==> src/rtl/branch_target_buffer.sv <==
// Direct-mapped branch target buffer: combinational next-PC lookup for fetch,
// registered allocation and 2-bit counter training from resolved branches.
module branch_target_buffer #(
   parameter int ENTRIES = 16,
   localparam int IDX_W = $clog2(ENTRIES)
) (
   input  logic        CLK,
   input  logic        nRST,
   input  logic [31:0] fetch_pc,
   output logic        pred_hit,
   output logic        pred_taken,
   output logic [31:0] pred_npc,
   input  logic        upd_en,
   input  logic [31:0] upd_pc,
   input  logic        upd_taken,
   input  logic [31:0] upd_target
);

   localparam int TAG_W = 32 - IDX_W - 2;

   logic             valid_q [ENTRIES];
   logic [TAG_W-1:0] tag_q   [ENTRIES];
   logic [31:0]      tgt_q   [ENTRIES];
   logic [1:0]       ctr_q   [ENTRIES];
   logic             valid_d [ENTRIES];
   logic [TAG_W-1:0] tag_d   [ENTRIES];
   logic [31:0]      tgt_d   [ENTRIES];
   logic [1:0]       ctr_d   [ENTRIES];

   logic [IDX_W-1:0] fetch_idx_s, upd_idx_s;
   logic [TAG_W-1:0] fetch_tag_s, upd_tag_s;
   logic             upd_hit_s;
   logic [3:0]       unused_pc_bits_s;

   // Weak states collapse to a strong state on either outcome.
   function automatic logic [1:0] next_ctr(input logic [1:0] ctr, input logic taken);
      logic [1:0] nxt;
      case (ctr)
         2'b00:   nxt = taken ? 2'b01 : 2'b00;
         2'b01:   nxt = taken ? 2'b11 : 2'b00;
         2'b10:   nxt = taken ? 2'b11 : 2'b00;
         2'b11:   nxt = taken ? 2'b11 : 2'b10;
         default: nxt = 2'b00;
      endcase
      return nxt;
   endfunction

   assign fetch_idx_s      = fetch_pc[IDX_W+1:2];
   assign fetch_tag_s      = fetch_pc[31:IDX_W+2];
   assign upd_idx_s        = upd_pc[IDX_W+1:2];
   assign upd_tag_s        = upd_pc[31:IDX_W+2];
   assign unused_pc_bits_s = {fetch_pc[1:0], upd_pc[1:0]};

   // Lookup sees only registered state, so a same-cycle update is not bypassed.
   always_comb begin
      pred_hit   = valid_q[fetch_idx_s] && (tag_q[fetch_idx_s] == fetch_tag_s);
      pred_taken = pred_hit && ctr_q[fetch_idx_s][1];
      if (pred_taken) begin
         pred_npc = tgt_q[fetch_idx_s];
      end else begin
         pred_npc = fetch_pc + 32'd4;
      end
   end

   // Train on a hit, allocate on a taken miss, ignore a not-taken miss.
   always_comb begin
      valid_d   = valid_q;
      tag_d     = tag_q;
      tgt_d     = tgt_q;
      ctr_d     = ctr_q;
      upd_hit_s = valid_q[upd_idx_s] && (tag_q[upd_idx_s] == upd_tag_s);
      if (upd_en) begin
         if (upd_hit_s) begin
            ctr_d[upd_idx_s] = next_ctr(ctr_q[upd_idx_s], upd_taken);
            if (upd_taken) begin
               tgt_d[upd_idx_s] = upd_target;
            end else begin
               tgt_d[upd_idx_s] = tgt_q[upd_idx_s];
            end
         end else if (upd_taken) begin
            valid_d[upd_idx_s] = 1'b1;
            tag_d[upd_idx_s]   = upd_tag_s;
            tgt_d[upd_idx_s]   = upd_target;
            ctr_d[upd_idx_s]   = 2'b10;
         end else begin
            ctr_d[upd_idx_s] = ctr_q[upd_idx_s];
         end
      end else begin
         ctr_d[upd_idx_s] = ctr_q[upd_idx_s];
      end
   end

   // Entry storage.
   always_ff @(posedge CLK or negedge nRST) begin
      if (!nRST) begin
         for (int i = 0; i < ENTRIES; i++) begin
            valid_q[i] <= 1'b0;
            tag_q[i]   <= '0;
            tgt_q[i]   <= 32'd0;
            ctr_q[i]   <= 2'b00;
         end
      end else begin
         valid_q <= valid_d;
         tag_q   <= tag_d;
         tgt_q   <= tgt_d;
         ctr_q   <= ctr_d;
      end
   end

endmodule

==> config.mk <==
export PLATFORM = sky130hd
export DESIGN_NAME = branch_target_buffer
export DESIGN_NICKNAME = d
export VERILOG_FILES = /design/src/rtl/branch_target_buffer.sv
export SDC_FILE = /design/constraint.sdc
export NUM_CORES = 2
export LEC_CHECK = 0
export CAP_MARGIN = 20
export CORE_ASPECT_RATIO = 1.75
export CORE_UTILIZATION = 50
export CTS_CLUSTER_SIZE = 24
export DETAILED_ROUTE_END_ITERATION = 10
export GPL_TIMING_DRIVEN = 1
export PLACE_DENSITY = 0.67
export RECOVER_POWER = 50
export SYNTH_ARGS = -nofsm -noshare
export SYNTH_HDL_FRONTEND = slang
export SYNTH_SLANG_ARGS = --single-unit
export TNS_END_PERCENT = 30
==> constraint.sdc <==
create_clock -name CLK -period 12.22 [get_ports CLK]
set_input_delay 3.666 -clock CLK [delete_from_list [all_inputs] [get_ports CLK]]
set_output_delay 3.666 -clock CLK [all_outputs]
set_load 0.05 [all_outputs]
=== Yosys cells after proc, flatten, opt, wreduce, memory -nomap -nowiden ===
Index checks and enable logic that the tools add are counted.

* Bits in registers: 976
* Logic and storage cells: 139

* Add/subtract/negate cells: 1
* $lt $le $gt $ge: 3
* Equality and inequality tests: 5
* Mux-type cells: 50
* Bitwise logic cells: 7
* Reductions and logical operators: 9

{| class="wikitable"
|+ Operator list
! kind !! number
|-
| 2-to-1 mux 512 bit || 3
|-
| bitwise mux 512 bit || 2
|-
| bitwise mux 416 bit || 1
|-
| 2-to-1 mux 32 bit || 9
|-
| binary-select mux 32 bit (select 4 bit) || 2
|-
| binary-select mux 26 bit (select 4 bit) || 2
|-
| 2-to-1 mux 26 bit || 5
|-
| demux 32 bit (select 4 bit) || 1
|-
| demux 26 bit (select 4 bit) || 1
|-
| bitwise mux 32 bit || 2
|-
| == test 26 bit || 2
|-
| adder 32 x 3 -> 32 bit (second input constant) || 1
|-
| OR 16 bit || 2
|-
| bitwise AND 16 bit || 1
|-
| binary-select mux 2 bit (select 4 bit) || 2
|-
| 2-to-1 mux 2 bit || 8
|-
| inverter 16 bit || 1
|-
| greater-or-equal comparator 5 bit (second input constant) || 2
|-
| inverter 4 -> 5 bit || 2
|-
| binary-select mux 1 bit (select 4 bit) || 2
|-
| demux 2 bit (select 4 bit) || 1
|-
| 2-to-1 mux 1 bit || 7
|-
| case mux 2 bit (3 select lines) || 1
|-
| less-than comparator 5 x 1 -> 1 bit (second input constant) || 1
|-
| 10 further kinds || 14
|}

=== Depth between registers and ports, before layout ===
* Word-level depth: 12
* Mapped depth: 18

=== Least setup slack after synthesis ===
Ideal clock, no wire load.

* Path kind: input -> output
* Start point: input fetch_pc[2]
* End point: output pred_taken
* Arrival: 7.813 ns
* Required time: 8.554 ns
* Setup slack: 0.741 ns
* Stages on the path: 11
* Path through: buf_2 -> buf_4 -> buf_4 -> buf_2 -> buf_2 -> mux4_2 -> mux4_2 -> xnor2_1 -> nand2_1 -> or4_1 -> nor3_1

* Word-level cells in the longest chain between the ends: 7
* Elaborated cells between the ends (all ways): 13

{| class="wikitable"
|+ Ends and longest elaborated chain
! element !! line !! RTL
|-
| from (decl) || 9 || <nowiki>input logic [31:0] fetch_pc,</nowiki>
|-
| inverter 4 -> 5 bit (not written as such) (*) || 56, 57 ||
|-
| binary-select mux 26 bit (select 4 bit) || 56 || <nowiki>pred_hit = valid_q[fetch_idx_s] && (tag_q[fetch_idx_s] == fetch_tag_s);</nowiki>
|-
| 2-to-1 mux 26 bit (not written as such) (2 in series) || 56 ||
|-
| == test 26 bit || 56 ||
|-
| logical AND 1 bit || 56 ||
|-
| logical AND 1 bit (*) || 57 || <nowiki>pred_taken = pred_hit && ctr_q[fetch_idx_s][1];</nowiki>
|-
| to (decl) || 11 || <nowiki>output logic pred_taken,</nowiki>
|}

Mark *: on every way between the ends. The rest lies on a longest branch, timed or not. The select of a mux whose other input is x is not followed.

=== Final worst setup path ===
* Start point: input upd_pc[3]
* End point: register valid_q[11] (netlist bit)

* Word-level cells in the longest chain between the ends: 8
* Elaborated cells between the ends (all ways): 17

{| class="wikitable"
|+ Ends and longest elaborated chain
! element !! line !! RTL
|-
| from (decl) || 14 || <nowiki>input logic [31:0] upd_pc,</nowiki>
|-
| inverter 4 -> 5 bit (not written as such) (*) || 71, 81 ||
|-
| binary-select mux 26 bit (select 4 bit) || 71 || <nowiki>upd_hit_s = valid_q[upd_idx_s] && (tag_q[upd_idx_s] == upd_tag_s);</nowiki>
|-
| 2-to-1 mux 26 bit (not written as such) (2 in series) || 71 ||
|-
| == test 26 bit || 71 ||
|-
| logical AND 1 bit || 71 ||
|-
| inverter 1 bit (no line) || n/a ||
|-
| AND reduction 3 bit (no line) || n/a ||
|-
| to (signal assigned) || 103 || <nowiki>valid_q <= valid_d;</nowiki>
|-
| to (decl) || 21 || <nowiki>logic valid_q [ENTRIES];</nowiki>
|}

Marks and branches as above.
A chain may end at the register's enable or synchronous reset.

==> flow_metrics.env <==
export IMPL_status="finished with violations"
export IMPL_violations="capacitance limit, slew limit"
export IMPL_postSynthCellCount=3588
export IMPL_synth_edff_count=0
export IMPL_slowest_delay_ps=3010
export IMPL_numCtsBuffers=92
export IMPL_finClkSkew_ps=25.6
export IMPL_hold_class="flop to flop"
export IMPL_leakage_uw=0.0253
export IMPL_yosysSeqAreaShare=0.448
export IMPL_drive_gt1_frac=0.499
export IMPL_initial_core_util=0.503
export IMPL_clock_sinks=976
export IMPL_drtIter0Drc=2753
export IMPL_area_growth_pct=10.4
export IMPL_yosysMostFrequentCell="dfrtp_1"
export IMPL_worst_setup_path_start_kind="input port"
export IMPL_fin_crit_ps=11500
export IMPL_dp_worst_setup_slack_ps=783
export IMPL_worst_pin_slew_ps=6170
export IMPL_dpl_hpwl_um=100000
export IMPL_grt_max_degree=173
export IMPL_hold_buffers=0
export IMPL_clk_latency_ps=710
export IMPL_synth_top_family_by_area="multiplexers"
export IMPL_hold_viol_final=0
export IMPL_drtAntennaViolNets=0
export IMPL_portBuffers=131
export IMPL_fillers=8751
export IMPL_nets=3676
export IMPL_via_count=34000
export IMPL_cp_slowest_cell="clkbuf_1"
export IMPL_wl_per_cell_um=31.9
export IMPL_routed_wl_um=163000
export IMPL_critPathTopFamily="buffers and inverters"
export IMPL_ys_top_cells_by_area="dfrtp_1, mux4_2, mux2_2"
export IMPL_antenna_found_initial=7
export IMPL_synth_area_leader_cell="dfrtp_1"
export IMPL_ys_ff_latch=976
export IMPL_final_period_utilization=0.941
export IMPL_crit_fanout=57
export IMPL_power_density_nw_per_um2=158
export IMPL_finalWorstSetupSlack_ps=723
export IMPL_crit_type="input port to flop"
export IMPL_drc=0
export IMPL_yosys_area_share_adder=0.000688
export IMPL_routed_via_density=6.66
export IMPL_synth_avg_cell_area_um2=15.2
export IMPL_drv_slew=548
export IMPL_die_height_um=439
export IMPL_synth_flop_cell="dfrtp_1"
export IMPL_cts_setup_buffers=0
export IMPL_relSlewSlack=-3.11
export IMPL_endpoint_kind="flop"
export IMPL_ctsResizeCount=0
export IMPL_synth_xor_area_frac=0.0124
export IMPL_setup_viol=0
export IMPL_crit_arrival_ps=12070
export IMPL_clock_fmax_mhz=87.0
export IMPL_firstDrtPassIters=6
export IMPL_cts_root_buf="clkbuf_16"
export IMPL_cts_tree="done"
export IMPL_place_congestion=0.886
export IMPL_synthMuxAreaShare=0.450
export IMPL_core_area_um2=109000
export IMPL_grt_overflow_total=0
export IMPL_yosysTopAreaCellShare=0.448
export IMPL_synthTopCellsByCount="dfrtp_1, mux2_2, mux4_2"
export IMPL_syn_area_um2=54600
export IMPL_die_w_um=252
export IMPL_irDropWorstVdd_v=0.0000968
export IMPL_grt_pass1_wl_um=244000
export IMPL_ios=134
export IMPL_cts_clk_slew_worst_paths_ps=60
export IMPL_ys_warn_count=0
export IMPL_multiInputGateArea_um2=28500
export IMPL_grt_use_total=0.303
export IMPL_rsz0062_at_grt="no"
export IMPL_yosys_area_share_simple=0.0306
export IMPL_synth_distinct_cells=65
export IMPL_regArea_um2=24400
export IMPL_fin_hold_ws_ps=479
export IMPL_synth_compound_gate_area_share=0.0250
export IMPL_cp_buffers_inverters=3
export IMPL_async_flop_share=1.00
export IMPL_syn_nets=3691
export IMPL_htreeDepth=3
export IMPL_fp_row_count=160
export IMPL_cap_violations=8
export IMPL_required_ps=12800
export IMPL_grt_pass1_vias=36000
export IMPL_setup_tns_ps=0
export IMPL_clock_path_buffers=3
export IMPL_fp_dieArea_um2=111000
export IMPL_critical_path_cell_chain="clkbuf_4, clkbuf_1, mux4_2, mux2i_1, xnor2_1, nor3_1, a32oi_1, a21o_1, nor3_4, nor4_4, clkbuf_2, or2_2"
where the power goes:
| part | internal [uW] | switching (uW) | total, uW |
|---|---|---|---|
| Combinational | 1270 | 880 | 2150 |
| Clock | 1770 | 1300 | 3070 |
| Sequential | 3860 | 457 | 4320 |
| Total | 6890 | 2640 | 9530 |
registers in the layout (all words and copies together), names as in the netlist:
signal,flops
ctr_q,32
valid_q,16
tgt_q,512
tag_q,416
area by class of cell:
cell class	instances	share of cell area
Clock buffer	131	0.0447
Tap cell	1458	0.0303
Antenna cell	2	0.0000831
Clock inverter	35	0.00793
Inverter	20	0.00125
Sequential cell	976	0.405
Multi-Input combinational cell	2235	0.473
Timing Repair Buffer	248	0.0374
cells in the final DEF, fill, tap and decap left out, types with 23 or more instances in the layout:
cell | synthesis | routed
mux2i_1 | 138 | 138
or3_1 | 34 | 34
a22oi_1 | 23 | 23
mux2_1 | 66 | 66
or2_2 | 18 | 25
clkdlybuf4s50_1 | 0 | 88
a21oi_1 | 53 | 53
mux2_4 | 30 | 30
nor2_1 | 32 | 29
buf_4 | 21 | 129
o22ai_1 | 44 | 44
clkbuf_16 | 0 | 95
xnor2_1 | 61 | 61
dfrtp_1 | 976 | 976
mux2_2 | 886 | 886
nand2_1 | 74 | 72
mux4_2 | 534 | 534
per-stage QoR:
step                cells  utilization  cell area (um2)  power [uW]
floorplan            3588            -            54600        5820
global placement     4936        0.526            57100        6430
detailed placement   4936        0.526            57100        6510
CTS                  5102        0.556            60300        9580
global route         5103        0.555            60200        9920
finish               5105        0.555            60300        9530
layer usage:
metal	part of all wire	GRT usage	wire length, um	vias up
met5	0.00046	0	75	-
met4	0.059	0.163	9690	12
met3	0.062	0.0512	10100	390
met2	0.50	0.498	80700	1262
met1	0.38	0.384	62300	18400
li1	-	-	-	13900
kinds of logic after synthesis:
kind of cell	count (synthesis)
AO/OA/AOI/OAI	205
XOR/XNOR	77
AND/OR/NAND/NOR	296
multiplexers	1654
flip-flops	976
buffers and inverters	377
adder cells (fa/ha/maj)	3
worst paths after layout:
check	startpoint	endpoint	slack, ps	cells after the start
max in group asynchronous	nRST	tgt_q[86]	1960	3
min in group asynchronous	nRST	tgt_q[325]	5240	1
setup / recovery	upd_pc[3]	valid_q[11]	720	12
hold / removal	ctr_q[18]	ctr_q[18]	480	2
hold reg to reg	ctr_q[18]	ctr_q[18]	480	2
setup reg to reg	tag_q[170]	tgt_q[82]	7360	9
worst reg2reg max path, delay by kind of cell (launching register included):
kind            cells  cell delay (ps)
mux                 3             1390
simple gates        3             1250
xor+xnor            1              620
buf+inv             1              580
compound gates      1              510
flops               1              390
Note: power is estimated with default switching activity, not from simulation.
